**src/rtl/tensor_pkg.sv**
```systemverilog
// Shared types and defaults for the tensor core write-back collector.
// The entry struct matches the collector's default parameterisation.
package tensor_pkg;

   localparam int REG_W           = 5;
   localparam int TILE_ROWS_DEF   = 4;
   localparam int NUM_THREADS_DEF = 4;
   localparam int XLEN_DEF        = 32;
   localparam int NUM_WARPS_DEF   = 8;
   localparam int WID_W_DEF       = $clog2(NUM_WARPS_DEF);
   localparam int DATA_W_DEF      = NUM_THREADS_DEF * XLEN_DEF;

   typedef struct packed {
      logic [WID_W_DEF-1:0]  wid;
      logic [REG_W-1:0]      rd;
      logic [DATA_W_DEF-1:0] data;
      logic                  eop;
   } tensor_wb_entry_t;

   // Destination register of a row within a tile; wraps modulo 32.
   function automatic logic [REG_W-1:0] row_rd(input logic [REG_W-1:0] base,
                                               input logic [REG_W-1:0] row);
      return base + row;
   endfunction

endpackage

```
**src/rtl/tensor_wb_fifo.sv**
```systemverilog
// Synchronous FIFO of write-back rows; full/empty derived from pointers
// that carry one extra wrap bit.
module tensor_wb_fifo
   import tensor_pkg::*;
#(
   parameter int  DEPTH   = 4,
   parameter type entry_t = tensor_wb_entry_t
) (
   input  logic   clk,
   input  logic   rst_n,
   input  logic   push,
   input  entry_t push_entry,
   input  logic   pop,
   output entry_t head,
   output logic   full,
   output logic   empty
);

   localparam int AW = $clog2(DEPTH);

   entry_t         mem [DEPTH];
   logic   [AW:0]  wr_ptr;
   logic   [AW:0]  rd_ptr;

   assign empty = (wr_ptr == rd_ptr);
   assign full  = (wr_ptr[AW] != rd_ptr[AW]) && (wr_ptr[AW-1:0] == rd_ptr[AW-1:0]);
   assign head  = mem[rd_ptr[AW-1:0]];

   // NOTE: storage is deliberately not reset; the pointers alone define which
   // entries are live, and the collector masks the head while empty.
   always_ff @(posedge clk) begin
      if (push && !full) begin
         mem[wr_ptr[AW-1:0]] <= push_entry;
      end
   end

   always_ff @(posedge clk or negedge rst_n) begin
      if (!rst_n) begin
         wr_ptr <= '0;
         rd_ptr <= '0;
      end else begin
         if (push && !full) begin
            wr_ptr <= wr_ptr + (AW+1)'(1);
         end
         if (pop && !empty) begin
            rd_ptr <= rd_ptr + (AW+1)'(1);
         end
      end
   end

endmodule

```
**src/rtl/tensor_wb_collector.sv**
```systemverilog
// Collects tensor core result tiles row by row, queues them and drains one
// destination register per beat, tracking which warps have tiles in flight.
module tensor_wb_collector
   import tensor_pkg::*;
#(
   parameter int NUM_THREADS = NUM_THREADS_DEF,
   parameter int XLEN        = XLEN_DEF,
   parameter int NUM_WARPS   = NUM_WARPS_DEF,
   parameter int TILE_ROWS   = TILE_ROWS_DEF,
   parameter int DEPTH       = 4
) (
   input  logic                          clk,
   input  logic                          rst_n,
   input  logic                          in_valid,
   output logic                          in_ready,
   input  logic [$clog2(NUM_WARPS)-1:0]  in_wid,
   input  logic [REG_W-1:0]              in_rd,
   input  logic [NUM_THREADS*XLEN-1:0]   in_data,
   output logic                          commit_valid,
   input  logic                          commit_ready,
   output logic [$clog2(NUM_WARPS)-1:0]  commit_wid,
   output logic [REG_W-1:0]              commit_rd,
   output logic [NUM_THREADS*XLEN-1:0]   commit_data,
   output logic                          commit_eop,
   output logic                          release_valid,
   output logic [$clog2(NUM_WARPS)-1:0]  release_wid,
   output logic [NUM_WARPS-1:0]          warp_busy
);

   localparam int WID_W  = $clog2(NUM_WARPS);
   localparam int DATA_W = NUM_THREADS * XLEN;
   localparam int CNT_W  = $clog2(TILE_ROWS + 1);
   localparam logic [CNT_W-1:0] LAST_ROW = CNT_W'(TILE_ROWS - 1);

   typedef struct packed {
      logic [WID_W-1:0]  wid;
      logic [REG_W-1:0]  rd;
      logic [DATA_W-1:0] data;
      logic              eop;
   } entry_t;

   typedef enum logic {IN_IDLE, IN_BURST} in_state_e;

   in_state_e          state;
   logic [CNT_W-1:0]   row_cnt;
   logic [WID_W-1:0]   wid_q;
   logic [REG_W-1:0]   rd_q;

   logic               fifo_full;
   logic               fifo_empty;
   logic               push;
   logic               pop;
   logic               pop_eop;
   entry_t             push_entry;
   entry_t             head;
   logic [NUM_WARPS-1:0] busy_set;
   logic [NUM_WARPS-1:0] busy_clr;

   // A first row for a warp that still has a tile in flight waits, it is never dropped.
   assign in_ready     = !fifo_full && !(state == IN_IDLE && warp_busy[in_wid]);
   assign push         = in_valid && in_ready;
   assign commit_valid = !fifo_empty;
   assign pop          = commit_valid && commit_ready;
   assign pop_eop      = pop && head.eop;

   // NOTE: every always_comb output gets a default first, so no path can
   // leave a value held and infer a latch.
   always_comb begin
      push_entry      = '0;
      push_entry.data = in_data;
      if (state == IN_IDLE) begin
         push_entry.wid = in_wid;
         push_entry.rd  = in_rd;
         push_entry.eop = (TILE_ROWS == 1);
      end else begin
         push_entry.wid = wid_q;
         push_entry.rd  = row_rd(rd_q, REG_W'(row_cnt));
         push_entry.eop = (row_cnt == LAST_ROW);
      end
   end

   tensor_wb_fifo #(
      .DEPTH   (DEPTH),
      .entry_t (entry_t)
   ) u_fifo (
      .clk        (clk),
      .rst_n      (rst_n),
      .push       (push),
      .push_entry (push_entry),
      .pop        (pop),
      .head       (head),
      .full       (fifo_full),
      .empty      (fifo_empty)
   );

   // Head is masked while empty so stale storage never reaches the commit stage.
   always_comb begin
      commit_wid  = '0;
      commit_rd   = '0;
      commit_data = '0;
      commit_eop  = 1'b0;
      if (!fifo_empty) begin
         commit_wid  = head.wid;
         commit_rd   = head.rd;
         commit_data = head.data;
         commit_eop  = head.eop;
      end
   end

   // NOTE: sequential state uses non-blocking assignments so every register
   // samples pre-edge values regardless of statement order.
   always_ff @(posedge clk or negedge rst_n) begin
      if (!rst_n) begin
         state   <= IN_IDLE;
         row_cnt <= '0;
         wid_q   <= '0;
         rd_q    <= '0;
      end else if (push) begin
         if (state == IN_IDLE) begin
            wid_q <= in_wid;
            rd_q  <= in_rd;
            if (TILE_ROWS > 1) begin
               state   <= IN_BURST;
               row_cnt <= CNT_W'(1);
            end
         end else if (row_cnt == LAST_ROW) begin
            state   <= IN_IDLE;
            row_cnt <= '0;
         end else begin
            row_cnt <= row_cnt + CNT_W'(1);
         end
      end
   end

   always_comb begin
      busy_set = '0;
      busy_clr = '0;
      if (push && state == IN_IDLE) begin
         busy_set[in_wid] = 1'b1;
      end
      if (pop_eop) begin
         busy_clr[head.wid] = 1'b1;
      end
   end

   always_ff @(posedge clk or negedge rst_n) begin
      if (!rst_n) begin
         warp_busy     <= '0;
         release_valid <= 1'b0;
         release_wid   <= '0;
      end else begin
         warp_busy     <= (warp_busy | busy_set) & ~busy_clr;
         release_valid <= pop_eop;
         if (pop_eop) begin
            release_wid <= head.wid;
         end
      end
   end

endmodule

```
**config.mk**
```make
export PLATFORM = sky130hd
export DESIGN_NAME = tensor_wb_collector
export DESIGN_NICKNAME = d
export VERILOG_FILES = /design/src/rtl/tensor_pkg.sv /design/src/rtl/tensor_wb_fifo.sv /design/src/rtl/tensor_wb_collector.sv
export SDC_FILE = /design/constraint.sdc
export NUM_CORES = 1
export LEC_CHECK = 0
export CAP_MARGIN = 20
export CELL_PAD_IN_SITES_DETAIL_PLACEMENT = 1
export CELL_PAD_IN_SITES_GLOBAL_PLACEMENT = 1
export CORE_UTILIZATION = 48
export CTS_CLUSTER_SIZE = 8
export DETAILED_ROUTE_END_ITERATION = 6
export PLACE_DENSITY = 0.85
export SYNTH_ARGS = -nofsm -noshare
export SYNTH_HDL_FRONTEND = slang
export SYNTH_SLANG_ARGS = --single-unit
```
**constraint.sdc**
```tcl
create_clock -name clk -period 9.2 [get_ports clk]
set_input_delay 2.3 -clock clk [delete_from_list [all_inputs] [get_ports clk]]
set_output_delay 2.3 -clock clk [all_outputs]
set_load 0.02 [all_outputs]
```
==> results of run 1 <==
-- stage by stage --
step	instances	worst slack, ns
2_1_floorplan	1022	-0.408
3_3_place_gp	1880	2.00
3_5_place_dp	1880	1.89
4_1_cts	1991	1.88
5_1_grt	1993	1.73
6_report	1995	1.88
-- per-layer routing --
| metal | global-route usage | share of wire | vias up |
|---|---|---|---|
| met1 | 0.276 | 0.38 | 5841 |
| met5 | 0 | 0.00079 | - |
| met4 | 0.0854 | 0.025 | 6 |
| met2 | 0.375 | 0.52 | 373 |
| li1 | - | - | 4808 |
| met3 | 0.0696 | 0.076 | 90 |
-- worst reg2reg max path, delay by kind of cell (launching register included) --
family	cells	cell delay [ns]
xor gates and xnor gates	1	0.24
buffers and inverters	2	1.29
and+or+nand+nor	1	0.21
AOI/OAI and AO/OA	2	0.99
DFF	1	0.76
-- synth_stat cells --
master and number:
buf_2 16, o21ai_2 1, o22ai_1 1, nand2_1 3, mux4_2 137, xor2_1 1, buf_4 2, nor3_1 1
clkbuf_1 33, nor2_1 13, fa_1 1, mux2_2 19, ha_1 9, inv_1 11, xnor2_1 9, nor4b_4 1
or2_2 1, o211ai_1 1, nand2b_1 2, a21o_1 2, a31oi_1 6, a31oi_2 1, o2bb2ai_1 1, o21ai_0 1
dfrtp_1 30, nand3_1 3, a21oi_1 14, nand3b_1 1, and2_1 139, edfxtp_1 548, a32o_1 1, a41oi_1 4
nor2b_1 6, mux2i_1 3
-- power breakdown --
part / total, mW / internal [mW] / leakage, nW / switching, mW
Clock: 2.69 / 1.65 / 1.10 / 1.04
Sequential: 3.91 / 3.64 / 5.38 / 0.267
Combinational: 4.72 / 2.20 / 2.81 / 2.51
-- cell families after synthesis --
logic type / count (synthesis)
AOI/OAI and AO/OA: 33
xor gates and xnor gates: 10
adders and majority gates: 10
buffers and inverters: 62
DFF: 578
muxes: 159
and+or+nand+nor: 170
-- registers in the layout, indices dropped and copies added, names as in the netlist --
| signal | cells |
|---|---|
| rd_q | 5 |
| warp_busy | 8 |
| wid_q | 3 |
| release_wid | 3 |
| u_fifo.rd_ptr | 3 |
| u_fifo.wr_ptr | 3 |
| u_fifo.mem | 548 |
| release_valid | 1 |
| state | 1 |
| row_cnt | 3 |
-- how the worst max path moves through the flow --
| stage | endpoint | cells past startpoint |
|---|---|---|
| global placement | in_ready | 7 |
| floorplan | u_fifo.mem[0][0]$_DFFE_PP_ | 5 |
| detailed placement | in_ready | 7 |
| CTS | in_ready | 7 |
| finish | in_ready | 7 |
| global route | in_ready | 7 |
-- area by class of cell --
class	instances	area, um^2
Fill cell	3746	17400
Antenna cell	4	10.0
Sequential cell	578	17200
Clock buffer	106	2210
Timing Repair Buffer	309	3050
Multi-Input combinational cell	382	4830
Inverter	11	46.3
Tap cell	600	751
Clock inverter	5	72.6
==> metrics.txt, run 1 <==
outcome=completed; Synth top area share=0.739; Worst slew margin=0.372; Finished Cell Area=28200 um^2; area share of xor/xnor cells in the synthesized design=0.00393; I/O Pins=291; CTS resizes=0; Root Buffer=clkbuf_16; Fin Hold WS=0.485 ns; starting DRC count in detailed routing=759; port buffer count=290; H-tree depth=3; Layout Area Growth over Synthesis=26.5%; Via density=5.57; Synth Area in Simple Gates=0.0466; routed vias=11118; hold buffer count at cts=0; final wirelength=52000 um; routed len/inst=26.0 um; Critical Path Fanout Max=12; placed inst area=25900 um^2; cell taking the most area after synthesis=edfxtp_1; Pre-antenna DRT Iters=5; CP Buf/Inv Count=2; Worst-path clk slew=0.05 ns; CP endpoint kind=primary output; hold_sp=release_wid[2]$_DFFE_PN0P_; count of cell types in the netlist=34; Seq/Total Area, Yosys=0.773; LEAKAGE=9.30 nW; CP startpoint=in_wid[0]; die area=47300 um^2; slowest stage delay, CP=0.77 ns; clock net sink count=578; initial antenna violation count=6; drc violations=0; r2r endpoint=u_fifo.mem[2][83]$_DFFE_PP_; reg-to-reg startpoint=u_fifo.rd_ptr[1]$_DFFE_PN0P_; post-synthesis adder-cell area fraction=0.00596; R2R setup slack=5.30 ns; yosys warns=0; Setup Buffers After CTS=0; Num CTS Buffers=82; hpwl dp=30900 um; Util after Layout=0.618; Critical Path AT=5.02 ns; Min-Delay Endpoint=release_wid[2]$_DFFE_PN0P_; mapped cell area=22300 um^2; largest family of logic cells by synthesized area=multiplexers; total track usage=0.225; FP Rows=78; cells after synthesis=1022; syn nets=1172; Layout Nets=1514; crit path launch type=primary input; Slowest-stage cell, CP=clkdlybuf4s50_1; fmax=137 MHz; most frequent cells in the layout=edfxtp_1, clkdlybuf4s50_1, and2_1; peak supply drop=0.000319 V; CTS Buffer Depth=3; slew of the pin with the lowest slew margin=0.941 ns; Die Y=217 um; fraction of layout cells with a size suffix above 1=0.198; vias in the first global route=12474; Final ANT Viol Nets=0; Seq cells post-synth=578; delay-heaviest family, CP=buffers and inverters; Die X=217 um; Final Hold Viols=0; RSZ-0062 raised after global routing=no; syn avg cell area=21.8 um^2; Compound-Gate Fraction of Synth Area=0.00972; crit path time final=7.32 ns; endpoints failing setup=0; Cells on Worst Hold Path=1; worst endpoint required time=6.90 ns; total chip power=11.3 mW; commonest non-fill, non-tap cell in the layout=edfxtp_1; HP Class=reg -> reg; first-pass GRT wire length=77700 um; CTS tree=yes; max-cap viol count=0; largest net degree at the start of global routing=77; clk_skew=0.0343 ns; Tcrit/Tclk final=0.796; Initial Util=0.489; Critical Path, Cell by Cell=clkdlybuf4s50_1 > mux2_2 > o2bb2ai_1 > nor2_1 > nor2_1 > a31oi_1 > clkdlybuf4s50_1; core area=45600 um^2; post-synthesis mux area share=0.150; worst skew pair latency=0.62 ns; total gr overflow=0; gpl congestion=0.788; setup tns final=0 ns; top cells by area, synth=edfxtp_1, mux4_2, and2_1, dfrtp_1, mux2_2; Slew Viols, Final=0; Critical Setup Path Class=in -> out; Reg2Reg Depth=6; PwrDens=402 nW/um^2
Note: power is estimated with default switching activity, not from simulation.
==> inputs of run 2 (changes only) <==
- clock period: 9.2 -> 7.1 ns (I/O delays scaled with it)
==> metrics.txt, run 2 (synthesized netlist as in run 1, its figures left out) <==
outcome=completed; setup tns final=0 ns (unchanged); crit path launch type=primary input; CTS resizes=0 (unchanged); Die X=217 um (unchanged); Sw Pwr=4.96 mW (+30%); most frequent cells in the layout=edfxtp_1, clkdlybuf4s50_1, and2_1; first-pass GRT wire length=78200 um (+0.65%); Finished Cell Area=28200 um^2 (about the same); placed cells=1879 (-0.053%); Finished Layout Cells=1999 (+0.20%); hold_sp=u_fifo.rd_ptr[2]$_DFFE_PN0P_; port buffer count=290 (unchanged); CTS Buffer Depth=3 (unchanged); hpwl dp=30100 um (-2.5%); Fin Hold WS=0.495 ns (+0.0103 ns); commonest non-fill, non-tap cell in the layout=edfxtp_1; gpl congestion=0.780 (-0.99%); max-cap viol count=0 (unchanged); Setup Buffers After CTS=0 (unchanged); drc violations=0 (unchanged); Critical Setup Path Class=in -> out; Worst-path clk slew=0.05 ns (about the same); H-tree depth=3 (unchanged); die area=47300 um^2 (unchanged); Util after Layout=0.618 (about the same); Final ANT Viol Nets=0 (unchanged); RSZ-0062 raised after global routing=no; worst skew pair latency=0.60 ns (-0.02 ns); starting DRC count in detailed routing=749 (-1.3%); CP endpoint kind=primary output; peak supply drop=0.000352 V (+10%); vias in the first global route=12389 (-0.68%); Tcrit/Tclk final=0.878; Die Y=217 um (unchanged); routed vias=11159 (+0.37%); pre-CTS WS=0.898 ns (-0.993 ns); LEAKAGE=9.28 nW (-0.14%); PwrDens=521 nW/um^2 (+30%); final wirelength=52400 um (+0.89%); Num CTS Buffers=82 (unchanged); Initial Util=0.489 (unchanged); HP Class=reg -> reg; worst endpoint required time=5.33 ns (-1.57 ns); Pre-antenna DRT Iters=5 (unchanged); Largest register FFs=548 (unchanged); endpoints failing setup=0 (unchanged); placed inst area=25900 um^2 (+0.12%); Slew Viols, Final=0 (unchanged); CTS tree=yes; fraction of layout cells with a size suffix above 1=0.194 (-0.00343); core area=45600 um^2 (unchanged); CP startpoint=in_wid[0]; combinational power share=0.417 (about the same); largest net degree at the start of global routing=101 (+31%); reg-to-reg startpoint=u_fifo.rd_ptr[1]$_DFFE_PN0P_; routed len/inst=26.2 um (+0.69%); hold buffer count at cts=0 (unchanged); Pint=9.72 mW (+30%); Worst slew margin=0.336 (-0.0360); total chip power=14.7 mW (+30%); Flop pwr share=0.346 (about the same); crit path time final=6.23 ns; Critical Path Fanout Max=12 (unchanged); total gr overflow=0 (unchanged); clk_skew=0.0269 ns (-0.00735 ns); slew of the pin with the lowest slew margin=0.995 ns (+0.0541 ns); Layout Area Growth over Synthesis=26.5% (about the same); FP Rows=78 (unchanged); Root Buffer=clkbuf_16; sw frac=0.338 (+0.000919); total track usage=0.227 (+0.00153); Final Hold Viols=0 (unchanged); Via density=5.58 (+0.17%); initial antenna violation count=9 (+3); fmax=160 MHz; final worst-path setup slack=0.868 ns (-1.01 ns); clock net sink count=578 (unchanged); clock power share=0.237 (about the same); Critical Path AT=4.46 ns (-0.56 ns); Layout Nets=1513 (-0.066%); I/O Pins=291 (unchanged)
-- run 2: changes by cell type in the layout (fill, tap and decap cells not counted) --
| cell | before | now |
|---|---|---|
| clkbuf_16 | 85 | 84 |
| clkbuf_1 | 21 | 29 |
| buf_12 | 0 | 3 |
| buf_4 | 19 | 15 |
| clkinv_16 | 1 | 0 |
| inv_6 | 3 | 2 |
-- run 2: power by group through the flow --
stage               Sequential, mW  Combinational [mW]  Clock [mW]
finish                        5.08                6.12        3.48
CTS                           5.09                6.25        3.55
global placement              5.04                6.07           0
detailed placement            5.13                6.17           0
floorplan                     5.11                3.55           0
global route                  5.15                6.50        3.66
-- run 2: final cells by class --
cell class / count / area, um^2
fillers: 3761 / 17400
flip-flops and latches: 578 / 17200
multi-input cells: 382 / 4830
repair buffers: 308 / 3080
clock buffers: 113 / 2210
well taps: 600 / 751
inverters: 11 / 46.3
clock inverters: 3 / 33.8
diodes: 4 / 10.0
-- run 2: critical path, stage by stage --
cell and delay [ns]:
clkdlybuf4s50_1 0.77, mux2_2 0.39, o2bb2ai_1 0.18, nor2_1 0.45, nor2_1 0.09, a31oi_1 0.18
clkdlybuf4s50_1 0.63
-- run 2: worst paths after layout --
path,endpoint,slack [ns],cells past startpoint
hold reg to reg,u_fifo.rd_ptr[2]$_DFFE_PN0P_,0.50,1
setup / recovery,in_ready,0.87,7
setup reg to reg,u_fifo.mem[3][11]$_DFFE_PP_,3.47,5
max in group asynchronous,u_fifo.rd_ptr[1]$_DFFE_PN0P_,5.17,2
min in group asynchronous,release_wid[2]$_DFFE_PN0P_,1.59,2
hold / removal,u_fifo.rd_ptr[2]$_DFFE_PN0P_,0.50,1
-- run 2: layer usage --
metal | global-route usage | routed length [um]
met5 | 0 | 73
met4 | 0.0850 | 1300
met3 | 0.0612 | 3660
met2 | 0.384 | 27100
met1 | 0.279 | 20300
==> inputs of run 3 (changes only) <==
- HOLD_SLACK_MARGIN: unset -> 0.03
==> results of run 3 <==
The final DEF is identical to that of run 2; final timing and power are the same.
